--- src/rtl/spi_slave_avmm_pkg.sv ---
// Shared definitions for the SPI target: register map, CONTROL/STATUS bit
// positions, FSM state encoding and the word-mask helper.
`timescale 1ns/1ps
package spi_slave_avmm_pkg;

  localparam logic [2:0] ADDR_CONTROL = 3'd0;
  localparam logic [2:0] ADDR_TX_DATA = 3'd1;
  localparam logic [2:0] ADDR_RX_DATA = 3'd2;
  localparam logic [2:0] ADDR_STATUS  = 3'd3;

  localparam int CTRL_LEN_LSB = 0;
  localparam int CTRL_LEN_W   = 6;
  localparam int CTRL_CPOL    = 8;
  localparam int CTRL_CPHA    = 9;
  localparam int CTRL_ENABLE  = 16;
  localparam int CTRL_IRQ_EN  = 17;

  localparam int STAT_RX_VALID = 0;
  localparam int STAT_OVERRUN  = 1;
  localparam int STAT_BUSY     = 2;
  localparam int STAT_TX_EMPTY = 3;
  localparam int STAT_ABORT    = 4;

  // Encoding is shared with the SPI master controller.
  typedef enum logic [1:0] {
    ST_IDLE   = 2'd0,
    ST_ACTIVE = 2'd1,
    ST_DONE   = 2'd2
  } spi_state_e;

  // Mask of the low N = len_m1+1 bits; lengths beyond 32 keep the full word.
  function automatic logic [31:0] word_mask(input logic [5:0] len_m1);
    logic [31:0] m;
    if (len_m1 >= 6'd31) m = '1;
    else                 m = (32'd1 << (len_m1 + 6'd1)) - 32'd1;
    return m;
  endfunction

endpackage

--- src/rtl/spi_slave_avmm_in_sync.sv ---
// Multi-stage synchronizer for one SPI input, plus one extra flop so that
// single-cycle rise/fall pulses can be produced in the system clock domain.
`timescale 1ns/1ps
module spi_in_sync #(
  parameter int SYNC_STAGES = 2
) (
  input  logic i_clk,
  input  logic i_rst_n,
  input  logic i_d,
  output logic o_q,
  output logic o_rise,
  output logic o_fall
);

  logic [SYNC_STAGES-1:0] r_sync;
  logic                   r_prev;

  // Synchronizer chain followed by the edge-detect history flop.
  always_ff @(posedge i_clk or negedge i_rst_n) begin
    if (!i_rst_n) begin
      r_sync <= '0;
      r_prev <= 1'b0;
    end else begin
      r_sync <= {r_sync[SYNC_STAGES-2:0], i_d};
      r_prev <= r_sync[SYNC_STAGES-1];
    end
  end

  assign o_q    = r_sync[SYNC_STAGES-1];
  assign o_rise =  r_sync[SYNC_STAGES-1] & ~r_prev;
  assign o_fall = ~r_sync[SYNC_STAGES-1] &  r_prev;

endmodule

--- src/rtl/spi_slave_avmm.sv ---
// SPI target with an Avalon-MM register slave. SPI inputs are oversampled in
// avmm_clk; all four CPOL/CPHA modes, 1..32-bit words, MSB first.
//
// state  | meaning
// -------+-------------------------------------------------------------
// IDLE   | waiting for a CS fall with enable=1
// ACTIVE | frame selected, sampling/shifting on SCLK edges
// DONE   | word captured, SCLK ignored, waiting for CS to rise
`timescale 1ns/1ps
module spi_slave_avmm
  import spi_slave_avmm_pkg::*;
#(
  parameter int SYNC_STAGES = 2
) (
  input  logic        avmm_clk,
  input  logic        avmm_reset_n,
  input  logic        avmm_cs,
  input  logic [2:0]  avmm_addr,
  input  logic        avmm_write,
  input  logic [31:0] avmm_writedata,
  input  logic        avmm_read,
  output logic [31:0] avmm_readdata,
  output logic        irq,
  input  logic        spi_clk,
  input  logic        spi_cs_n,
  input  logic        spi_mosi,
  output logic        spi_miso,
  output logic        spi_miso_oe
);

  // Configuration and status registers
  logic [5:0]  r_len_m1;
  logic        r_cpol;
  logic        r_cpha;
  logic        r_enable;
  logic        r_irq_en;
  logic [31:0] r_tx_data;
  logic [31:0] r_rx_data;
  logic        r_rx_valid;
  logic        r_overrun;
  logic        r_abort;
  logic        r_tx_empty;
  logic [31:0] r_readdata;
  logic        r_irq;

  // Per-frame state
  spi_state_e  r_state;
  spi_state_e  w_state_nxt;
  logic [5:0]  r_f_len_m1;
  logic        r_f_cpol;
  logic        r_f_cpha;
  logic [31:0] r_tx_shift;
  logic [31:0] r_rx_shift;
  logic [6:0]  r_bit_cnt;
  logic        r_first_lead;

  logic w_clk_q_unused;
  logic w_clk_rise;
  logic w_clk_fall;
  logic w_cs_q;
  logic w_cs_rise;
  logic w_cs_fall;
  logic w_mosi_q;
  logic w_mosi_rise_unused;
  logic w_mosi_fall_unused;

  logic        w_start;
  logic        w_capture;
  logic        w_abort_evt;
  logic [6:0]  w_frame_n;
  logic        w_lead;
  logic        w_trail;
  logic        w_sample;
  logic        w_shift;
  logic [4:0]  w_miso_idx;
  logic        w_wr;
  logic        w_rd;
  logic        w_rd_rx;
  logic        w_wr_stat;
  logic        w_busy;
  logic [31:0] w_control;
  logic [31:0] w_status;

  spi_in_sync #(.SYNC_STAGES(SYNC_STAGES)) u_sync_clk (
    .i_clk  (avmm_clk),
    .i_rst_n(avmm_reset_n),
    .i_d    (spi_clk),
    .o_q    (w_clk_q_unused),
    .o_rise (w_clk_rise),
    .o_fall (w_clk_fall)
  );

  spi_in_sync #(.SYNC_STAGES(SYNC_STAGES)) u_sync_cs (
    .i_clk  (avmm_clk),
    .i_rst_n(avmm_reset_n),
    .i_d    (spi_cs_n),
    .o_q    (w_cs_q),
    .o_rise (w_cs_rise),
    .o_fall (w_cs_fall)
  );

  spi_in_sync #(.SYNC_STAGES(SYNC_STAGES)) u_sync_mosi (
    .i_clk  (avmm_clk),
    .i_rst_n(avmm_reset_n),
    .i_d    (spi_mosi),
    .o_q    (w_mosi_q),
    .o_rise (w_mosi_rise_unused),
    .o_fall (w_mosi_fall_unused)
  );

  assign w_frame_n = {1'b0, r_f_len_m1} + 7'd1;
  assign w_lead    = r_f_cpol ? w_clk_fall : w_clk_rise;
  assign w_trail   = r_f_cpol ? w_clk_rise : w_clk_fall;
  // Samples stop once N bits are in, so a trailing edge that lands before
  // the ACTIVE->DONE step cannot disturb the word.
  assign w_sample  = (r_state == ST_ACTIVE) && (r_bit_cnt < w_frame_n) &&
                     (r_f_cpha ? w_trail : w_lead);
  // With cpha=1 the first bit is already on MISO before the first leading edge.
  assign w_shift   = (r_state == ST_ACTIVE) &&
                     (r_f_cpha ? (w_lead && !r_first_lead) : w_trail);

  assign w_miso_idx  = (r_f_len_m1 > 6'd31) ? 5'd31 : r_f_len_m1[4:0];
  assign spi_miso    = r_tx_shift[w_miso_idx];
  assign w_busy      = (r_state != ST_IDLE);
  assign spi_miso_oe = w_busy & ~w_cs_q;

  assign w_wr      = avmm_cs & avmm_write;
  assign w_rd      = avmm_cs & avmm_read;
  assign w_rd_rx   = w_rd & (avmm_addr == ADDR_RX_DATA);
  assign w_wr_stat = w_wr & (avmm_addr == ADDR_STATUS);

  assign w_control = {14'd0, r_irq_en, r_enable, 6'd0, r_cpha, r_cpol, 2'd0, r_len_m1};
  assign w_status  = {27'd0, r_abort, r_tx_empty, w_busy, r_overrun, r_rx_valid};

  // FSM state register
  always_ff @(posedge avmm_clk or negedge avmm_reset_n) begin
    if (!avmm_reset_n) r_state <= ST_IDLE;
    else               r_state <= w_state_nxt;
  end

  // FSM next state and frame events; a completed word beats a late CS rise
  always_comb begin
    w_state_nxt = r_state;
    w_start     = 1'b0;
    w_capture   = 1'b0;
    w_abort_evt = 1'b0;
    unique case (r_state)
      ST_IDLE: begin
        if (w_cs_fall && r_enable) begin
          w_start     = 1'b1;
          w_state_nxt = ST_ACTIVE;
        end
      end
      ST_ACTIVE: begin
        if (r_bit_cnt == w_frame_n) begin
          w_capture   = 1'b1;
          w_state_nxt = ST_DONE;
        end else if (w_cs_rise) begin
          w_abort_evt = 1'b1;
          w_state_nxt = ST_IDLE;
        end
      end
      ST_DONE: begin
        if (w_cs_q) w_state_nxt = ST_IDLE;
      end
      default: w_state_nxt = ST_IDLE;
    endcase
  end

  // Frame datapath: configuration snapshot, shift registers, bit counter
  always_ff @(posedge avmm_clk or negedge avmm_reset_n) begin
    if (!avmm_reset_n) begin
      r_f_len_m1   <= '0;
      r_f_cpol     <= 1'b0;
      r_f_cpha     <= 1'b0;
      r_tx_shift   <= '0;
      r_rx_shift   <= '0;
      r_bit_cnt    <= '0;
      r_first_lead <= 1'b0;
    end else if (w_start) begin
      r_f_len_m1   <= r_len_m1;
      r_f_cpol     <= r_cpol;
      r_f_cpha     <= r_cpha;
      r_tx_shift   <= r_tx_empty ? 32'd0 : r_tx_data;
      r_rx_shift   <= '0;
      r_bit_cnt    <= '0;
      r_first_lead <= 1'b1;
    end else if (r_state == ST_ACTIVE) begin
      if (w_sample) begin
        r_rx_shift <= {r_rx_shift[30:0], w_mosi_q};
        r_bit_cnt  <= r_bit_cnt + 7'd1;
      end
      if (w_shift) r_tx_shift   <= {r_tx_shift[30:0], 1'b0};
      if (w_lead)  r_first_lead <= 1'b0;
    end
  end

  // Register file writes and status bits; sets win over clears
  always_ff @(posedge avmm_clk or negedge avmm_reset_n) begin
    if (!avmm_reset_n) begin
      r_len_m1   <= '0;
      r_cpol     <= 1'b0;
      r_cpha     <= 1'b0;
      r_enable   <= 1'b0;
      r_irq_en   <= 1'b0;
      r_tx_data  <= '0;
      r_rx_data  <= '0;
      r_rx_valid <= 1'b0;
      r_overrun  <= 1'b0;
      r_abort    <= 1'b0;
      r_tx_empty <= 1'b1;
    end else begin
      if (w_wr && avmm_addr == ADDR_CONTROL) begin
        r_len_m1 <= avmm_writedata[CTRL_LEN_LSB +: CTRL_LEN_W];
        r_cpol   <= avmm_writedata[CTRL_CPOL];
        r_cpha   <= avmm_writedata[CTRL_CPHA];
        r_enable <= avmm_writedata[CTRL_ENABLE];
        r_irq_en <= avmm_writedata[CTRL_IRQ_EN];
      end
      if (w_wr && avmm_addr == ADDR_TX_DATA) r_tx_data <= avmm_writedata;

      // A TX write in the load cycle belongs to the next frame
      if (w_wr && avmm_addr == ADDR_TX_DATA) r_tx_empty <= 1'b0;
      else if (w_start)                      r_tx_empty <= 1'b1;

      if (w_capture) r_rx_data <= r_rx_shift & word_mask(r_f_len_m1);

      if (w_capture)    r_rx_valid <= 1'b1;
      else if (w_rd_rx) r_rx_valid <= 1'b0;

      // A read racing the capture drains the old word, so it is not an overrun
      if (w_capture && r_rx_valid && !w_rd_rx)            r_overrun <= 1'b1;
      else if (w_wr_stat && avmm_writedata[STAT_OVERRUN]) r_overrun <= 1'b0;

      if (w_abort_evt)                                 r_abort <= 1'b1;
      else if (w_wr_stat && avmm_writedata[STAT_ABORT]) r_abort <= 1'b0;
    end
  end

  // Registered read data and level interrupt
  always_ff @(posedge avmm_clk or negedge avmm_reset_n) begin
    if (!avmm_reset_n) begin
      r_readdata <= '0;
      r_irq      <= 1'b0;
    end else begin
      if (w_rd) begin
        unique case (avmm_addr)
          ADDR_CONTROL: r_readdata <= w_control;
          ADDR_RX_DATA: r_readdata <= r_rx_data;
          ADDR_STATUS:  r_readdata <= w_status;
          default:      r_readdata <= '0;
        endcase
      end
      r_irq <= r_irq_en & (r_rx_valid | r_overrun | r_abort);
    end
  end

  assign avmm_readdata = r_readdata;
  assign irq           = r_irq;

endmodule
--- config.mk ---
export PLATFORM = sky130hd
export DESIGN_NAME = spi_slave_avmm
export DESIGN_NICKNAME = d
export VERILOG_FILES = /design/src/rtl/spi_slave_avmm_pkg.sv /design/src/rtl/spi_slave_avmm_in_sync.sv /design/src/rtl/spi_slave_avmm.sv
export SDC_FILE = /design/constraint.sdc
export NUM_CORES = 1
export LEC_CHECK = 0
export ABC_AREA = 1
export BUFFER_PORTS_ARGS = -buffer_cell sky130_fd_sc_hd__buf_4
export CORE_AREA = 4 4 103 202
export CTS_BUF_LIST = sky130_fd_sc_hd__clkbuf_16
export DETAILED_ROUTE_END_ITERATION = 10
export DIE_AREA = 0 0 107 206
export GPL_ROUTABILITY_DRIVEN = 0
export PLACE_DENSITY = 0.76
export SLEW_MARGIN = 20
export SYNTH_ARGS = -nofsm -noshare
export SYNTH_HDL_FRONTEND = slang
export SYNTH_SLANG_ARGS = --single-unit
--- constraint.sdc ---
create_clock -name avmm_clk -period 2.51 [get_ports avmm_clk]
set_clock_uncertainty 0.1 [all_clocks]
set_input_delay 0.502 -clock avmm_clk [delete_from_list [all_inputs] [get_ports avmm_clk]]
set_output_delay 0.502 -clock avmm_clk [all_outputs]
set_load 0.05 [all_outputs]
# [Word level (Yosys, flattened, before mapping)]
# Index checks and enable logic that the tools add are counted.
# W data, S select, Z words.
[totals] regBits=201 input_bits=43
[op_classes] add_sub_neg=4 n_lt_le_gt_ge=4 n_eq_ne=9 shifts=1 mux=43 bitwise_logic=17 reduce_logical=28
[ops] operator="$mux W32" n=9
[ops] operator="$pmux W32 S3" n=1
[ops] operator="$and A32 B32 Y32" n=1
[ops] operator="$shl A1 B6 Y32 const A" n=1
[ops] operator="$sub A32 B1 Y32 const B" n=1
[ops] operator="$mux W1" n=23
[ops] operator="$mux W7" n=3
[ops] operator="$reduce_bool A2 Y1" n=9
[ops] operator="$logic_and A1 B1 Y1" n=11
[ops] operator="$and A1 B1 Y1" n=10
[ops] operator="$mux W2" n=4
[ops] operator="$add A6 B1 Y7 const B" n=1
[ops] operator="$add A7 B1 Y7 const B" n=1
[ops] operator="$eq A7 B7 Y1" n=1
[ops] operator="$lt A7 B7 Y1" n=1
[ops] operator="$add A6 B1 Y6 const B" n=1
[ops] operator="$eq A3 B2 Y1 const B" n=2
[ops] operator="$ge A6 B5 Y1 const B" n=1
[ops] operator="$gt A6 B5 Y1 const B" n=1
[ops] operator="$lt A5 B6 Y1 const B" n=1
[ops] operator="$pmux W2 S3" n=1
[ops] operator="$reduce_and A2 Y1" n=3
[ops] operator="$bmux W1 S5" n=1
[ops] operator="$mux W5" n=1
[ops] operator="other kinds (12)" n=17

# [Depth between registers and ports, before layout]
[logic_depth] depth_word=9 depth_mapped=18 depth_no_buf=18

# [Cells and area by module]
# Synthesis repeated with hierarchy kept, for this count alone.
[unflattened] hier_cells=1354 area_unflattened_um2=10453.8
[modules_own_cells] module="spi_slave_avmm" n_inst=1 cells_each=1333 area_per_inst_um2=10183.5 seq_area_each_um2=4830.9
[modules_own_cells] module="spi_in_sync" n_inst=3 cells_each=7 area_per_inst_um2=90.1 seq_area_each_um2=75.1

# [Worst setup path after synthesis]
# No wires, ideal clock.
[synth_path] path_kind="flip-flop to output port" from="register r_f_len_m1[1]" to="output spi_miso" arrival_ns=2.341 required_ns=1.908 setup_slack_ns=-0.433 stages_incl_launch_ff=11 path_buffers=1 path_cell_list="dfrtp_1 buf_4 nor2_1 inv_1 a21oi_1 o21ai_0 nand3_1 nand3_1 nand3_1 a31oi_1 a31oi_1"
[synth_between] elab_chain_cells=4
[synth_rtl] item="from (decl)" line="spi_slave_avmm.sv:49" source="logic [5:0] r_f_len_m1;"
[synth_rtl] item="from (signal assigned)" line="spi_slave_avmm.sv:181" source="r_f_len_m1 <= r_len_m1;"
[synth_rtl] item="$gt A6 B5 Y1" line="spi_slave_avmm.sv:122" source="assign w_miso_idx = (r_f_len_m1 > 6'd31) ? 5'd31 : r_f_len_m1[4:0];"
[synth_rtl] item="$mux W5 *" line="spi_slave_avmm.sv:122"
[synth_rtl] item="$bmux W1 S5 *" line="spi_slave_avmm.sv:123" source="assign spi_miso = r_tx_shift[w_miso_idx];"
[synth_rtl] item="$mux W1 (implied by the code) *" line="spi_slave_avmm.sv:123"
[synth_rtl] item="to (decl)" line="spi_slave_avmm.sv:27" source="output logic spi_miso,"
# Mark *: on every way between the ends. The rest lies on a longest branch, timed or not. The select of a mux whose other input is x is not followed.

# [Worst setup path in the final report]
[layout_path] from="register r_f_len_m1[0]" to="register r_bit_cnt[2]"
[layout_between] elab_chain_cells=6
[layout_rtl] item="$add A6 B1 Y7" line="spi_slave_avmm.sv:111" source="assign w_frame_n = {1'b0, r_f_len_m1} + 7'd1;"
[layout_rtl] item="$lt A7 B7 Y1" line="spi_slave_avmm.sv:116" source="assign w_sample = (r_state == ST_ACTIVE) && (r_bit_cnt < w_frame_n) &&"
[layout_rtl] item="$logic_and A1 B1 Y1 (2 in series)" line="spi_slave_avmm.sv:116"
[layout_rtl] item="$reduce_bool A2 Y1 (no line)"
[layout_rtl] item="$reduce_and A2 Y1 (no line)"
[layout_rtl] item="to (signal assigned)" line="spi_slave_avmm.sv:191" source="r_bit_cnt <= r_bit_cnt + 7'd1;"
[layout_rtl] item="to (decl)" line="spi_slave_avmm.sv:54" source="logic [6:0] r_bit_cnt;"
# No other way between the ends.
# A chain may end at the register's enable or synchronous reset.

==> metrics.yaml <==
status: "finished with violations"
violations: "setup timing"
io_buffer_count: 77
clockBufferDepth: 3
tritoncts: "done"
synth_fa_ha_area_share_pct: 1.56
worstReg2RegStart: "r_f_len_m1[0]"
cts_htree_levels: 1
viasPerCell: 6.11
hold_path.class: "in -> reg"
cellLeakagePower_uw: 0.00681
dr.pass1.iters: 9
grt_pass1_wl_um: 51500
fin_area_sq_um: 14200
die_height_um: 206
synth_seq_cells: 201
synth.area.mux_share_pct: 0.108
p_clk_share_pct: 16.0
core_region_area_sq_um: 19300
syn_nets: 1387
finalSetupTns_ns: -23.49
worst_setup_path_end_kind: "flop"
fp.dieW_um: 107
ant_nets: 0
synth_cells: 1331
power.share.switching_pct: 47.3
p_total_uw: 17000
ys.warnings.count: 0
drive_gt1_share_pct: 32.6
io-pin-count: 78
grt_overflow_total: 0
num_vias: 10900
cp_max_fo: 5
p_int_uw: 8950
p_seq_share_pct: 24.3
cts-root-buf: "clkbuf_16"
grt_max_degree: 65
area.growth.synth_to_final_pct: 36.7
worstSetupPathType: "reg -> reg"
cts_made_buffers: 19
synth-simple-area-share_pct: 24.9
diodes: 0
hpwl_um: 21900
synth_compound_area_share_pct: 15.2
setup_ws_ns: -0.488
min-delay-start: "spi_mosi"
finalHoldViolCount: 0
grt_pass1_vias: 10300
critical_path_required_ns: 2.78
drv_slew: 0
synth.distinct_cells: 43
crit_start: "r_f_len_m1[0]"
reg2reg_slack_ns: -0.49
period_needed_ns: 3.00
placed_area_sq_um: 11900
fin_cells: 1778
clkTransAtPathRegs_ns: 0.07
crit_path_start_kind: "flop"
fmax_ghz: 0.334
comb_power_share_pct: 59.7
max_slew_margin_pct: 59.4
setup_viol: 77
drt_iter0_drc: 1105
netlist_area_sq_um: 10400
placedCellCount: 1694
antenna_found_initial: 1
peakVddDrop_mv: 1.35
r2r_cells: 14
tightestPinTransition_ns: 0.610
cts_num_sinks: 201
grt_usage_pct: 30.0
synth_xor_area_share_pct: 0.252
start_util_pct: 54.0
critPathArrivalTime_ns: 3.26
route.detailed.drc: 0
ys_seq_area_share_pct: 48.3
avgSynthCellArea_sq_um: 7.82
fill_cells: 1308
synth_top_family_by_area: "simple AND/OR/NAND/NOR gates"
rsz0062_at_grt: "true"
drv_cap: 0
powerDensity_nw_per_um2: 1190
p_switching_uw: 8030
timing.rr.end: "r_bit_cnt[2]"
wire_per_inst_um: 22.0
die_area_sq_um: 22000
clk_latency_ns: 0.50
nets: 1565
fin_crit_sh_pct: 119
min_path_cells: 1
final_core_util_pct: 73.8
endpoint: "r_bit_cnt[2]"
rows: 72
drt-total-wl_um: 39100
cells in the final DEF, fill, tap and decap left out, types with 32 or more instances in the layout:
cell and count:
nand3_1 52, nand3_2 35, inv_1 175, o22ai_1 40
nand2_2 47, o21ai_0 106, nand2_1 261, buf_4 168
dfrtp_1 198, nor2_4 32, a21oi_1 35, nor2_1 70
critical path, stage by stage (launching register included):
cell       delay (ns)
dfrtp_1          0.40
buf_4            0.14
buf_6            0.11
ha_4             0.17
nand4_1          0.10
inv_1            0.09
nand2_2          0.09
ha_4             0.22
nand2_4          0.13
and3b_2          0.26
nor4_4           0.21
nand2_2          0.16
bufbuf_16        0.32
nor3_1           0.23
nor2_1           0.13
worst min-delay path by stage:
stage | endpoint | slack [ns]
after floorplan | avmm_readdata[0] | 0.11
after global placement | u_sync_cs.r_sync[1] | 0.23
after detailed placement | u_sync_mosi.r_sync[1] | 0.24
after CTS | u_sync_mosi.r_sync[0] | 0.006
after global routing | u_sync_cs.r_sync[0] | 0.008
final | u_sync_mosi.r_sync[0] | 0.008
synthesized netlist by cell type (all sizes together):
library cell    n  share of area [%]
a21oi          48                2.3
a221oi          2               0.17
a22o           21                1.8
a22oi           1              0.072
a31oi           3               0.18
and3b           1              0.084
buf            19                1.3
clkbuf         41                1.5
clkinv          2              0.072
dfrtp         200                 48
dfstp           1               0.25
ha             13                1.6
inv           186                6.7
mux2            1               0.11
nand2         331                 12
nand2b          1              0.060
nand3         103                5.9
nand3b          2               0.14
nand4           7               0.42
nor2          130                5.3
nor3            8               0.43
nor4            2               0.18
o21ai         148                7.1
o21bai          5               0.36
o22ai          42                2.5
o311ai          1              0.084
o31ai           8               0.58
o32ai           1              0.084
xor2            3               0.25
through the flow:
stage / hold WS [ns] / setup slack (ns)
after global routing: 0.00770 / -0.523
after global placement: 0.233 / -0.0562
after floorplan: 0.106 / 0.00475
after CTS: 0.00638 / -0.250
after detailed placement: 0.243 / -0.0811
final: 0.00819 / -0.488
power by group through the flow:
| stage | Sequential, uW | Clock (uW) | Combinational, uW |
|---|---|---|---|
| finish | 4120 | 2720 | 10100 |
| global route | 4160 | 2840 | 10600 |
| CTS | 4080 | 2700 | 7990 |
| detailed placement | 4130 | 0 | 6770 |
| global placement | 4110 | 0 | 6630 |
| floorplan | 4100 | 0 | 4490 |
registers in the layout, indices dropped and copies added (netlist names), 2 cells and up:
register,count
u_sync_cs.r_sync,2
r_bit_cnt,7
r_f_len_m1,6
r_len_m1,6
r_tx_shift,32
u_sync_clk.r_sync,2
r_state,2
u_sync_mosi.r_sync,2
r_rx_shift,32
avmm_readdata,32
r_tx_data,32
r_rx_data,32
repair_timing:
action	in CTS	in global routing
setup endpoints to repair	58	77
gates resized for setup	135	200
gates cloned	6	6
hold buffers	1	0
buffers inserted	26	16
endpoints found under the hold margin	56	0
pin swaps	30	71
metal layers:
| metal | GRT usage [%] | vias to the layer above | share of wire (%) |
|---|---|---|---|
| li1 | - | 4674 | - |
| met1 | 28.7 | 5098 | 30 |
| met2 | 54.3 | 780 | 50 |
| met3 | 4.22 | 307 | 8.5 |
| met4 | 26.7 | 2 | 11 |
| met5 | 0 | - | 0.033 |
final cells by class:
class                           count  area [sq um]  area share (%)
Clock buffer                       19           475            3.34
Clock inverter                     12          80.1           0.563
Inverter                          188           721            5.06
Multi-Input combinational cell    882          5500            38.6
Sequential cell                   201          5030            35.4
Tap cell                          259           324            2.28
Timing Repair Buffer              217          2100            14.8
kinds of logic (layout without fill, tap and decap cells):
group | after synthesis | count (layout)
flops | 201 | 201
fa+ha+maj | 13 | 13
simple gates | 585 | 585
buf+inv | 248 | 436
mux | 1 | 1
xor+xnor | 3 | 3
compound gates | 280 | 280
Note: power is estimated with default switching activity, not from simulation.
